$ cat src/rtl/ms5611_frame_unpack.sv
// Drains the MS5611 SPI driver receive FIFO after each data-ready strobe and
// unpacks PROM coefficients C1..C6 or raw D2/D1 conversions onto registered outputs.
module ms5611_frame_unpack #(
  parameter int         FIFO_RD_LAT = 1,
  parameter logic [2:0] STA_INIT    = 3'd1,
  parameter logic [2:0] STA_SEND    = 3'd4
) (
  input  logic        CLK,
  input  logic        RST,
  input  logic        Dat_Rdy_Sig,
  input  logic [2:0]  sta_in,
  input  logic [3:0]  Rx_Dat_Cnt,
  input  logic        Rx_FIFO_Full,
  input  logic [7:0]  Rx_FIFO_dat,
  output logic        Rx_FIFO_RD_Req,
  output logic [15:0] prom_c1,
  output logic [15:0] prom_c2,
  output logic [15:0] prom_c3,
  output logic [15:0] prom_c4,
  output logic [15:0] prom_c5,
  output logic [15:0] prom_c6,
  output logic        prom_valid,
  output logic [23:0] d1_raw,
  output logic [23:0] d2_raw,
  output logic        meas_valid,
  output logic        frame_err,
  output logic        busy
);

  typedef enum logic [2:0] {S_IDLE, S_RD, S_WAIT, S_CAP, S_DONE} state_t;

  localparam logic [1:0] WAIT_LOAD = (FIFO_RD_LAT > 1) ? 2'(FIFO_RD_LAT - 2) : 2'd0;

  state_t            state_q, state_d;
  logic              is_prom_q, is_prom_d;
  logic [4:0]        k_q, k_d, k_next, frame_len;
  logic [1:0]        wait_q, wait_d;
  logic [13:0][7:0]  buf_q, buf_d;
  logic [5:0][15:0]  prom_q, prom_d, words;
  logic              prom_valid_q, prom_valid_d;
  logic              meas_valid_q, meas_valid_d;
  logic              frame_err_q, frame_err_d;
  logic [23:0]       d1_q, d1_d, d2_q, d2_d;
  logic              fifo_empty, bad_word, rd_req;

  function automatic logic is_bad(input logic [15:0] w);
    return (w == 16'h0000) || (w == 16'hFFFF);
  endfunction

  assign fifo_empty = (Rx_Dat_Cnt == 4'd0) && !Rx_FIFO_Full;
  assign frame_len  = is_prom_q ? 5'd16 : 5'd6;
  assign k_next     = k_q + 5'd1;

  // Bytes 14/15 are never used, so only the first 14 byte slots are kept.
  always_comb begin
    words[0] = {buf_q[2],  buf_q[3]};
    words[1] = {buf_q[4],  buf_q[5]};
    words[2] = {buf_q[6],  buf_q[7]};
    words[3] = {buf_q[8],  buf_q[9]};
    words[4] = {buf_q[10], buf_q[11]};
    words[5] = {buf_q[12], buf_q[13]};
    bad_word = is_bad(words[0]) | is_bad(words[1]) | is_bad(words[2]) |
               is_bad(words[3]) | is_bad(words[4]) | is_bad(words[5]);
  end

  always_comb begin
    state_d      = state_q;
    is_prom_d    = is_prom_q;
    k_d          = k_q;
    wait_d       = wait_q;
    buf_d        = buf_q;
    prom_d       = prom_q;
    prom_valid_d = prom_valid_q;
    meas_valid_d = 1'b0;
    frame_err_d  = frame_err_q;
    d1_d         = d1_q;
    d2_d         = d2_q;
    rd_req       = 1'b0;
    case (state_q)
      S_IDLE: begin
        if (Dat_Rdy_Sig) begin
          if (sta_in == STA_INIT) begin
            is_prom_d = 1'b1;
            k_d       = '0;
            state_d   = S_RD;
          end else if (sta_in == STA_SEND) begin
            is_prom_d = 1'b0;
            k_d       = '0;
            state_d   = S_RD;
          end else begin
            frame_err_d = 1'b1;
          end
        end
      end
      S_RD: begin
        if (fifo_empty) begin
          frame_err_d = 1'b1;
          state_d     = S_IDLE;
        end else begin
          rd_req = 1'b1;
          if (FIFO_RD_LAT > 1) begin
            wait_d  = WAIT_LOAD;
            state_d = S_WAIT;
          end else begin
            state_d = S_CAP;
          end
        end
      end
      S_WAIT: begin
        if (wait_q == 2'd0) state_d = S_CAP;
        else                wait_d  = wait_q - 2'd1;
      end
      S_CAP: begin
        if (k_q < 5'd14) buf_d[k_q[3:0]] = Rx_FIFO_dat;
        if (is_prom_q && (k_q == 5'd0)) prom_valid_d = 1'b0;
        k_d = k_next;
        // The last byte is taken straight from the FIFO so results appear in DONE.
        if (k_next == frame_len) begin
          state_d = S_DONE;
          if (is_prom_q) begin
            prom_d       = words;
            prom_valid_d = 1'b1;
            if (bad_word) frame_err_d = 1'b1;
          end else if (prom_valid_q) begin
            d2_d         = {buf_q[0], buf_q[1], buf_q[2]};
            d1_d         = {buf_q[3], buf_q[4], Rx_FIFO_dat};
            meas_valid_d = 1'b1;
          end else begin
            frame_err_d = 1'b1;
          end
        end else begin
          state_d = S_RD;
        end
      end
      S_DONE:  state_d = S_IDLE;
      default: state_d = S_IDLE;
    endcase
    if (Dat_Rdy_Sig && (state_q != S_IDLE)) frame_err_d = 1'b1;
  end

  always_ff @(posedge CLK) begin
    if (RST) begin
      state_q      <= S_IDLE;
      is_prom_q    <= 1'b0;
      k_q          <= '0;
      wait_q       <= '0;
      buf_q        <= '0;
      prom_q       <= '0;
      prom_valid_q <= 1'b0;
      meas_valid_q <= 1'b0;
      frame_err_q  <= 1'b0;
      d1_q         <= '0;
      d2_q         <= '0;
    end else begin
      state_q      <= state_d;
      is_prom_q    <= is_prom_d;
      k_q          <= k_d;
      wait_q       <= wait_d;
      buf_q        <= buf_d;
      prom_q       <= prom_d;
      prom_valid_q <= prom_valid_d;
      meas_valid_q <= meas_valid_d;
      frame_err_q  <= frame_err_d;
      d1_q         <= d1_d;
      d2_q         <= d2_d;
    end
  end

  assign Rx_FIFO_RD_Req = rd_req;
  assign prom_c1        = prom_q[0];
  assign prom_c2        = prom_q[1];
  assign prom_c3        = prom_q[2];
  assign prom_c4        = prom_q[3];
  assign prom_c5        = prom_q[4];
  assign prom_c6        = prom_q[5];
  assign prom_valid     = prom_valid_q;
  assign meas_valid     = meas_valid_q;
  assign frame_err      = frame_err_q;
  assign d1_raw         = d1_q;
  assign d2_raw         = d2_q;
  assign busy           = (state_q != S_IDLE);

endmodule

$ cat config.mk
export PLATFORM = sky130hd
export DESIGN_NAME = ms5611_frame_unpack
export DESIGN_NICKNAME = d
export VERILOG_FILES = /design/src/rtl/ms5611_frame_unpack.sv
export SDC_FILE = /design/constraint.sdc
export NUM_CORES = 1
export LEC_CHECK = 0
export ABC_AREA = 1
export BUFFER_PORTS_ARGS = -buffer_cell sky130_fd_sc_hd__buf_2
export CORE_ASPECT_RATIO = 0.6
export CORE_MARGIN = 2
export CORE_UTILIZATION = 40
export CTS_BUF_LIST = sky130_fd_sc_hd__clkbuf_16
export DETAILED_ROUTE_END_ITERATION = 8
export PLACE_DENSITY_LB_ADDON = 0.05
export SLEW_MARGIN = 5
export SYNTH_ARGS = -nofsm -noshare
export SYNTH_HDL_FRONTEND = slang
export SYNTH_SLANG_ARGS = --single-unit
export TNS_END_PERCENT = 1
$ cat constraint.sdc
create_clock -name CLK -period 2.3 [get_ports CLK]
set_input_delay 0.46 -clock CLK [delete_from_list [all_inputs] [get_ports CLK]]
set_output_delay 0.46 -clock CLK [all_outputs]
set_load 0.01 [all_outputs]
-- Word-level counts from Yosys, hierarchy flattened
Index checks and enable logic that the tools add are counted.
- register bits: 270
- latch bits: 0
- bits in writable memories: 0
- bits in read-only memories: 0
- input bits: 19
- output and inout bits: 149
- logic and storage cells: 132
- memories kept: 0
- add/sub/neg operators: 2
- multipliers: 0
- div/mod/pow operators: 0
- $lt $le $gt $ge: 3
- equal/unequal tests: 22
- shift operators: 0
- muxes and demuxes: 33
- bitwise gates (word level): 9
- reductions and logical operators: 34
- operators by type and width (operator ; count):
    bitwise mux 112 bit ; 1
    == test 16 bit, second input constant ; 6
    zero test 16 bit ; 6
    demux 8 bit (select 4 bit) ; 1
    2-to-1 mux 5 bit ; 4
    inequality test 3 bit, second input constant ; 6
    2-to-1 mux 1 bit ; 17
    2-to-1 mux 3 bit ; 5
    case mux 3 bit (4 select lines) ; 1
    AND reduction 3 bit ; 4
    case mux 5 bit (2 select lines) ; 1
    2-to-1 mux 8 bit ; 1
    inequality test 4 bit, second input constant ; 2
    AND reduction 8 bit ; 1
    == test 3 x 1 -> 1 bit, second input constant ; 2
    == test 3 x 2 -> 1 bit, second input constant ; 2
    logical OR 1 bit ; 6
    adder 5 x 1 -> 5 bit, second input constant ; 1
    == test 5 bit ; 1
    zero test 5 bit ; 1
    less-than comparator 4 x 5 -> 1 bit, second input constant ; 1
    less-than comparator 5 x 4 -> 1 bit, second input constant ; 1
    OR 1 bit ; 5
    greater-or-equal comparator 4 x 1 -> 1 bit, second input constant ; 1
    17 further kinds ; 26

-- Logic depth before layout (Yosys ltp)
Gate-level depths: netlist of the first run.
- word-level depth: 12
- gate-level depth with buffers: 16
- gate-level depth less buffers: 13

-- Worst setup path after synthesis of the first run
Ideal clock, no wire load.
- path kind: register to register
- start point: reg k_q[0]
- end point: reg prom_q, in the netlist prom_c4[10]
- library setup time: 0.113 ns
- data arrival time: 1.824 ns
- slack: 0.363 ns
- cell stages (with the launch flop): 13
- buffers on the path: 2
- clock period less this slack: 1.937 ns
- cell sequence: dfxtp_1 > inv_1 > ha_1 > o21ai_1 > nand3_1 > nor2_2 > nand2_2 > nor2_4 > nand2_2 > buf_2 > buf_2 > nor2_1 > nor2_1
- longest elaborated chain between the ends: 3
- ends and longest elaborated chain (item ; line ; source):
    start: declaration ; 36 ; logic [4:0] k_q, k_d, k_next, frame_len;
    start signal: assignment ; 157 ; k_q <= k_d;
    adder 5 x 1 -> 5 bit ; 52 ; assign k_next = k_q + 5'd1;
    == test 5 bit ; 118 ; if (k_next == frame_len) begin
    AND reduction 3 bit (no line) ; - ;
    end signal: assignment ; 160 ; prom_q <= prom_d;
    end: declaration ; 39 ; logic [5:0][15:0] prom_q, prom_d, words;
No other way between the ends.
A chain may end at the register's enable or synchronous reset.

-- Final worst setup path of the first run
- start point: reg k_q[0]
- end point: reg d1_q[6], in the netlist d1_raw[6]
- longest elaborated chain between the ends: 3
- ends and longest elaborated chain (item ; line ; source):
    adder 5 x 1 -> 5 bit ; 52 ;
    == test 5 bit ; 118 ;
    AND reduction 4 bit (no line) ; - ;
    end signal: assignment ; 152 ; d1_q <= '0;
    end signal: assignment ; 164 ; d1_q <= d1_d;
    end: declaration ; 43 ; logic [23:0] d1_q, d1_d, d2_q, d2_d;
No other way between the ends.

==> impl_metrics.toml, run 1 <==
[routing]
num_vias = 10070
drt-vias-per-instance = 4.635
wire_per_inst_um = 14.90
drtIter0Drc = 764
wl_um = 32360
drc = 0
drt_first_pass_iters = 6
detail-route-antenna-nets = 0

[placed_design]
hpwl_um = 20160
dpl.cell_count = 2115
portBuffers = 167
gp_congestion = 0.8623

[clock_network]
clk_latency_ns = 0.54
clkSinkCount = 270
cts_tree = "yes"
cts-root-buf = "clkbuf_16"
h-tree-depth = 1
path_clk_slew_ns = 0.07
cts_buffer_depth = 3
cts_made_buffers = 27

[critical_path]
crit_buf_inv = 3
crit_required_ns = 2.68
worstPathMaxFanout = 6
slowest_delay_ns = 0.37
worstSetupStartpoint = "k_q[0]"
ff2ff_path_depth = 13
crit_chain = "inv_1 -> ha_4 -> nand2_1 -> nand3_1 -> nand3_1 -> nor2_2 -> nand2_2 -> nor2_4 -> buf_6 -> nand2_8 -> clkbuf_16 -> nand2_1 -> a21oi_1"
rrSetupSlack_ns = 0.15
r2r_end = "d1_raw[6]"
worstPathArrival_ns = 2.54
crit_type = "register to register"
crit_family = "simple AND/OR/NAND/NOR gates"
crit_path_end_kind = "register"
slowest_stage = "dfxtp_2"
cp-start-kind = "register"
reg2reg_from = "k_q[0]"

[grt]
grt_start_max_net_pins = 68
grt_overflow = 0
grt_pass1_wl_um = 49930
antenna_found_initial = 0
track_usage = 0.2128
grt_pass1_vias = 9077

[logic_synthesis]
synth_edf_count = 0
seq_area_frac_synth = 0.4881
synth_common_cells = "480 x nor2_1, 350 x nand2_1, 270 x dfxtp_1"
synth_seq_cells = 270
synth_area_leaders = "dfxtp_1 49%, nor2_1 16%, nand2_1 12%"
async_reset_ff_frac = 0
syn-mean-instance-area_um2 = 6.769
ys.flop_type = "dfxtp_1"
syn_inst = 1636
syn_area_um2 = 11070
synth_warnings = 0
yosysMostFrequentCell = "nor2_1"
synth_top_area_cell = "dfxtp_1"
syn_nets = 1660
yosysUniqueCellTypes = 24
synth_top_area_frac = 0.4881

[layout]
multi_input_area_um2 = 4725
area_growth_pct = 20.42
drive_above_1_share = 0.1407
seqCellArea_um2 = 5410
instances_no_fill = 2172
fillers = 2803
post-route-util = 0.4866
n_antenna_cell = 0
final_nets = 1811

[die]
fp.dieW_um = 218.8
dieArea_um2 = 29080
initial_utilization = 0.4041
rows = 47
core_area_um2 = 27400
fp.dieH_um = 132.9
ios = 168

[hold_path]
min_to = "is_prom_q"
min_path_cells = 3
hp-class = "primary input to register"
min-delay-start = "sta_in[0]"

[timing]
fin_skew_ns = 0.01896
setup_tns_ns = 0
period_needed_ns = 2.155
hold_violations = 0
rsz0062_at_grt = "yes"
period_share = 0.9368
final-setup-viol-count = 0
drv_slew = 0
relSlewSlack = 0.5492
max_freq_mhz = 464.1
tightest_slew_ns = 0.6762

[outcome]
outcome = "finished, final reports clean"

[power]
p_total_mw = 9.368
powerDensity_nw_per_um2 = 702.5
p_leak_nw = 6.716
ir_drop_uv = 572.3

[flow_run]
maxCapViolations = 0
## how the worst max path moves through the flow
stage | slack (ns) | endpoint | depth (start not counted)
floorplan | 0.36 | prom_c4[10] | 12
global placement | 0.20 | d1_raw[10] | 13
detailed placement | 0.10 | d2_raw[16] | 14
CTS | 0.07 | d1_raw[20] | 14
global route | -0.02 | d1_raw[19] | 13
finish | 0.15 | d1_raw[6] | 13
## registers in the layout, indices dropped and copies added (netlist names), 3 cells and up
signal   count
prom_c6     16
prom_c5     16
state_q      3
d2_raw      24
k_q          5
prom_c1     16
buf_q      112
prom_c4     16
prom_c2     16
d1_raw      24
prom_c3     16
## report_power, final
part | total [mW] | internal [mW] | switching, mW
registers | 4.71 | 4.69 | 0.0158
clock network | 4.33 | 2.46 | 1.87
logic | 0.329 | 0.0841 | 0.244
## logic make-up (layout without fill, tap and decap cells)
group | count (synthesis) | in the layout | share of synthesized area
buffers and inverters | 242 | 410 | 0.09106
DFF | 270 | 270 | 0.4881
and+or+nand+nor | 922 | 923 | 0.3257
adders and majority gates | 5 | 5 | 0.005649
AOI/OAI and AO/OA | 196 | 196 | 0.08869
xor gates and xnor gates | 1 | 1 | 0.0007910
## what timing repair did
| action | CTS | global route |
|---|---|---|
| setup endpoints to repair | 0 | 142 |
| setup buffers | 0 | 3 |
| hold buffers | 0 | 0 |
| gates resized for setup | 0 | 12 |
| endpoints found under the hold margin | 0 | 0 |
## final cells by class
class	count	share of cell area
sequential	270	0.4057
multi-input combinational	1125	0.3543
timing repair buffer	199	0.09608
clock buffer	27	0.05067
inverter	164	0.04635
tap	367	0.03443
clock inverter	20	0.01248
## cell usage in the layout (no fill, tap or decap), types with 2 or more instances in the layout
master / Yosys / final
buf_6: 9 / 4
buf_2: 14 / 167
nand4_1: 10 / 10
ha_4: 0 / 2
bufinv_16: 0 / 3
o21ai_0: 118 / 118
a21oi_1: 76 / 76
nor3_1: 9 / 9
clkinv_1: 0 / 7
buf_12: 0 / 8
clkbuf_16: 0 / 31
dfxtp_1: 270 / 268
nor2_1: 480 / 480
inv_2: 3 / 4
ha_1: 5 / 3
inv_1: 161 / 161
nand2_8: 0 / 2
nor2_2: 2 / 2
clkinv_2: 0 / 7
nand2_1: 350 / 350
nand3_1: 65 / 65
buf_4: 4 / 15
## per-layer routing
layer | GRT usage | vias up | routed length, um
met5 | 0 | - | 0
met4 | 0.03791 | 0 | 453
met3 | 0.03425 | 26 | 1634
met2 | 0.3064 | 211 | 13100
met1 | 0.3331 | 4498 | 17170
li1 | - | 5332 | -
## per-stage QoR
stage / hold slack, ns / worst slack (ns) / cell area [um2]
2_1_floorplan: 0.4223 / 0.3628 / 11070
3_3_place_gp: 0.4363 / 0.1989 / 12280
3_5_place_dp: 0.4407 / 0.1002 / 12280
4_1_cts: 0.2039 / 0.07194 / 13120
5_1_grt: 0.2106 / -0.02497 / 13340
6_report: 0.2165 / 0.1453 / 13340
## worst min-delay path, delay by kind of cell
family                 cells  cell delay [ns]
AND/OR/NAND/NOR            1             0.09
buffers and inverters      1             0.10
AO/OA/AOI/OAI              1             0.06
(Power assumes the default switching activity.)
==> inputs of run 2 (changes only) <==
--- a/config.mk
+++ b/config.mk
@@ -6,12 +6,14 @@
 export NUM_CORES = 1
 export LEC_CHECK = 0
 export ABC_AREA = 1
+export ABC_CLOCK_PERIOD_IN_PS = 2300
 export BUFFER_PORTS_ARGS = -buffer_cell sky130_fd_sc_hd__buf_2
 export CORE_ASPECT_RATIO = 0.6
 export CORE_MARGIN = 2
-export CORE_UTILIZATION = 40
+export CORE_UTILIZATION = 43
 export CTS_BUF_LIST = sky130_fd_sc_hd__clkbuf_16
 export DETAILED_ROUTE_END_ITERATION = 8
+export GPL_TIMING_DRIVEN = 1
 export PLACE_DENSITY_LB_ADDON = 0.05
 export SLEW_MARGIN = 5
 export SYNTH_ARGS = -nofsm -noshare
==> impl_metrics.toml, run 2 (synthesis results as in run 1) <==
[outcome]
outcome = "finished, final reports clean"

[layout]
seqCellArea_um2 = 5410
final_nets = 1807
post-route-cell-area_um2 = 13210
n_antenna_cell = 0
top_register = "buf_q"
final_cell_mix = "478 x nor2_1, 349 x nand2_1, 268 x dfxtp_1, 167 x buf_2, 163 x inv_1"
final_common_cell = "nor2_1"
largest_register_ff_count = 112
fillers = 2511
multi_input_area_um2 = 4715
area_growth_pct = 19.26
drive_above_1_share = 0.1410

[grt]
grt_pass1_vias = 9183
grt_start_max_net_pins = 77
grt_pass1_wl_um = 48990
track_usage = 0.2249
antenna_found_initial = 0
grt_overflow = 0

[routing]
num_vias = 10170
drt_first_pass_iters = 6
drtIter0Drc = 663
drc = 0
drt-vias-per-instance = 4.770
detail-route-antenna-nets = 0
wire_per_inst_um = 14.77
wl_um = 31480

[clock_network]
cts-root-buf = "clkbuf_16"
h-tree-depth = 1
cts_tree = "yes"
cts_buffer_depth = 3
clk_latency_ns = 0.54
cts_made_buffers = 26
clkSinkCount = 270
path_clk_slew_ns = 0.06

[critical_path]
crit_path_end_kind = "register"
crit_type = "register to register"
cp-start-kind = "register"
worstPathMaxFanout = 49
rrSetupSlack_ns = 0.14
crit_required_ns = 2.68
worstPathArrival_ns = 2.54

[timing]
period_needed_ns = 2.156
drv_slew = 0
fin_skew_ns = 0.02320
period_share = 0.9374
tightest_slew_ns = 0.6574
max_freq_mhz = 463.8
relSlewSlack = 0.5577
rsz0062_at_grt = "no"
setup_tns_ns = 0
hold_violations = 0
final-setup-viol-count = 0

[placed_design]
hpwl_um = 19930
portBuffers = 167
gp_congestion = 0.9199
place_area_um2 = 12180

[die]
rows = 45
initial_utilization = 0.4381
dieArea_um2 = 27100
ios = 168
core_area_um2 = 25280
fp.dieW_um = 211.2
fp.dieH_um = 128.3

[power]
p_leak_nw = 6.664
powerDensity_nw_per_um2 = 689.2
ir_drop_uv = 343.6

[hold_path]
hp-class = "primary input to register"

[flow_run]
maxCapViolations = 0
run 2: where the power goes:
group	internal (mW)	total, mW	switching (mW)
Combinational	0.0833	0.326	0.243
Clock	2.23	4.07	1.84
Sequential	4.69	4.71	0.0165
Total	7.01	9.10	2.10
run 2: per-layer routing:
layer  vias to the layer above  track usage  wire length (um)
li1                       5321            -                 -
met1                      4603       0.3463             16650
met2                       201       0.3311             12800
met3                        40      0.03699              1529
met4                         0      0.04143               503
met5                         -            0                 0
run 2: stage by stage:
stage	hold slack [ns]	power, mW	utilization	worst slack, ns	std cells
floorplan	0.4223	4.995	-	0.3628	1636
global placement	0.4367	5.134	0.4817	0.1778	2075
detailed placement	0.4514	5.134	0.4817	0.07877	2075
CTS	0.2123	9.181	0.5131	0.06628	2122
global route	0.2555	9.420	0.5224	0.009138	2131
finish	0.2307	9.103	0.5224	0.1440	2131
run 2: worst max-delay path: stages (launching register included):
cell,delay [ns]
dfxtp_4,0.39
inv_1,0.09
ha_4,0.29
nand2_1,0.05
nand3_1,0.08
nand3_1,0.09
nor2_2,0.12
nand2_2,0.10
nor2_4,0.18
buf_4,0.17
nand2_2,0.07
buf_12,0.19
nand2_1,0.11
a21oi_2,0.05
run 2: final cells by class:
cell class | count | share of cell area
Clock buffer | 27 | 0.05116
Inverter | 164 | 0.04680
Tap cell | 329 | 0.03117
Sequential cell | 270 | 0.4096
Multi-Input combinational cell | 1124 | 0.3570
Clock inverter | 20 | 0.008905
Timing Repair Buffer | 197 | 0.09540
run 2: timing repair:
item	4_1_cts	5_1_grt
resized for setup	0	22
endpoints found under the hold margin	0	0
setup endpoints to repair	0	146
hold buffers	0	0
setup buffers	0	6
run 2: final timing paths:
| path | cells past startpoint | start | to |
|---|---|---|---|
| worst max-delay path | 13 | k_q[1] | d1_raw[17] |
| worst min-delay path | 3 | sta_in[0] | is_prom_q |
| worst max register to register | 13 | k_q[1] | d1_raw[17] |
| worst min register to register | 2 | d2_raw[12] | d2_raw[12] |
==> inputs of run 3 (changes only) <==
--- a/config.mk
+++ b/config.mk
@@ -15,6 +15,7 @@
 export DETAILED_ROUTE_END_ITERATION = 8
 export GPL_TIMING_DRIVEN = 1
 export PLACE_DENSITY_LB_ADDON = 0.05
+export REMOVE_ABC_BUFFERS = 1
 export SLEW_MARGIN = 5
 export SYNTH_ARGS = -nofsm -noshare
 export SYNTH_HDL_FRONTEND = slang
==> impl_metrics.toml, run 3 (synthesis results as in run 1) <==
[grt]
globalRouteMet3Util = 0.03430
grt_start_max_net_pins = 108
grt_pass1_wl_um = 47820
antenna_found_initial = 0
top_usage_layer = "met1"
track_usage = 0.2205
use_met2 = 0.3146
grtUsageMet1 = 0.3501
grt_overflow = 0
grt_pass1_vias = 8742

[timing]
max_freq_mhz = 469.3
period_needed_ns = 2.131
hold_violations = 0
drv_slew = 0
tightest_slew_ns = 0.7289
final-setup-viol-count = 0
rsz0062_at_grt = "yes"
relSlewSlack = 0.5096
fin_skew_ns = 0.01073
period_share = 0.9265

[layout]
final_cell_mix = "480 x nor2_1, 350 x nand2_1, 268 x dfxtp_1, 167 x buf_2, 164 x inv_1"
final_common_cell = "nor2_1"
drive_above_1_share = 0.1343
seqCellArea_um2 = 5410
post-route-util = 0.5156
largest_register_ff_count = 112
fillers = 2587
n_antenna_cell = 0
area_growth_pct = 17.69
multi_input_area_um2 = 4677
final_nets = 1799
post-route-cell-area_um2 = 13030
top_register = "buf_q"

[placed_design]
gp_congestion = 0.8710
portBuffers = 167
hpwl_um = 19420
place_area_um2 = 12150

[power]
powerDensity_nw_per_um2 = 710.0
ir_drop_uv = 419.1
p_leak_nw = 6.598

[critical_path]
worstPathMaxFanout = 49
worstPathArrival_ns = 2.53
crit_type = "register to register"
r2r_end = "d1_raw[15]"
crit_chain = "inv_1 -> ha_1 -> o21ai_1 -> nand3_1 -> nor2_2 -> nand2_2 -> nor2_4 -> buf_4 -> nand2_2 -> buf_12 -> nand2_1 -> a21oi_1"
rrSetupSlack_ns = 0.17
cp-start-kind = "register"
reg2reg_from = "k_q[0]"
crit_required_ns = 2.70
slowest_delay_ns = 0.38
crit_path_end_kind = "register"
slowest_stage = "dfxtp_4"
crit_top_cell = "nand2_2"
ff2ff_path_depth = 12

[routing]
drt_first_pass_iters = 5
wl_um = 30640
drtIter0Drc = 679
drc = 0
drt-vias-per-instance = 4.738
num_vias = 10060
wire_per_inst_um = 14.43
detail-route-antenna-nets = 0

[clock_network]
cts_tree = "yes"
cts-root-buf = "clkbuf_16"
h-tree-depth = 1
cts_buffer_depth = 3
cts_made_buffers = 27
clkSinkCount = 270
path_clk_slew_ns = 0.06
clk_latency_ns = 0.54

[hold_path]
min_to = "is_prom_q"
min_path_cells = 3
hp-class = "primary input to register"
min-delay-start = "sta_in[0]"

[flow_run]
maxCapViolations = 0

[die]
ios = 168
fp.dieW_um = 211.2
dieArea_um2 = 27100
core_area_um2 = 25280
initial_utilization = 0.4381
fp.dieH_um = 128.3
rows = 45

[outcome]
outcome = "finished, final reports clean"
run 3: worst max-delay path: cells and delay by family (launching register included):
| family | cells | cell delay [ns] |
|---|---|---|
| flip-flops | 1 | 0.38 |
| AO/OA/AOI/OAI | 2 | 0.18 |
| adder cells (fa/ha/maj) | 1 | 0.33 |
| buffers and inverters | 3 | 0.41 |
| AND/OR/NAND/NOR | 6 | 0.67 |
run 3: cell type report:
class,instances,share of cell area
Sequential cell,270,0.4151
Multi-Input combinational cell,1124,0.3588
Timing Repair Buffer,188,0.08323
Clock buffer,27,0.05184
Inverter,164,0.04761
Tap cell,329,0.03158
Clock inverter,22,0.01181
run 3: how the worst max path moves through the flow:
stage           start         end  slack [ns]  cells past startpoint
6_report       k_q[0]  d1_raw[15]        0.17                     12
5_1_grt        k_q[1]  prom_c4[9]       -0.04                     14
4_1_cts        k_q[0]  d1_raw[15]        0.05                     10
3_5_place_dp   k_q[0]  d1_raw[15]        0.07                     10
3_3_place_gp   k_q[0]  d1_raw[17]        0.14                     11
2_1_floorplan  k_q[0]  prom_c1[0]       -1.52                     11
run 3: power breakdown:
| group | total, mW | switching [mW] | internal [mW] |
|---|---|---|---|
| sequential | 4.71 | 0.0166 | 4.69 |
| combinational | 0.325 | 0.245 | 0.0805 |
| clock | 4.22 | 1.86 | 2.35 |
run 3: through the flow:
stage	TNS [ns]	setup slack, ns	hold WS [ns]	power (mW)	cells
CTS	0	0.05245	0.2306	9.351	2122
floorplan	-302.68	-1.515	0.4261	4.963	1558
global route	-0.1208	-0.03596	0.2510	9.595	2124
finish	0	0.1691	0.2608	9.254	2124
global placement	0	0.1381	0.4385	5.137	2073
detailed placement	0	0.07185	0.4427	5.136	2073
run 3: what timing repair did:
item | CTS | global route
setup buffers | 0 | 1
hold buffers | 0 | 0
resized for setup | 0 | 6
endpoints found under the setup margin | 0 | 144
run 3: routing by layer:
layer | routed length, um | up-vias
li1 | - | 5304
met1 | 16500 | 4521
met2 | 12290 | 204
met3 | 1456 | 34
met4 | 399 | 0
met5 | 0 | -
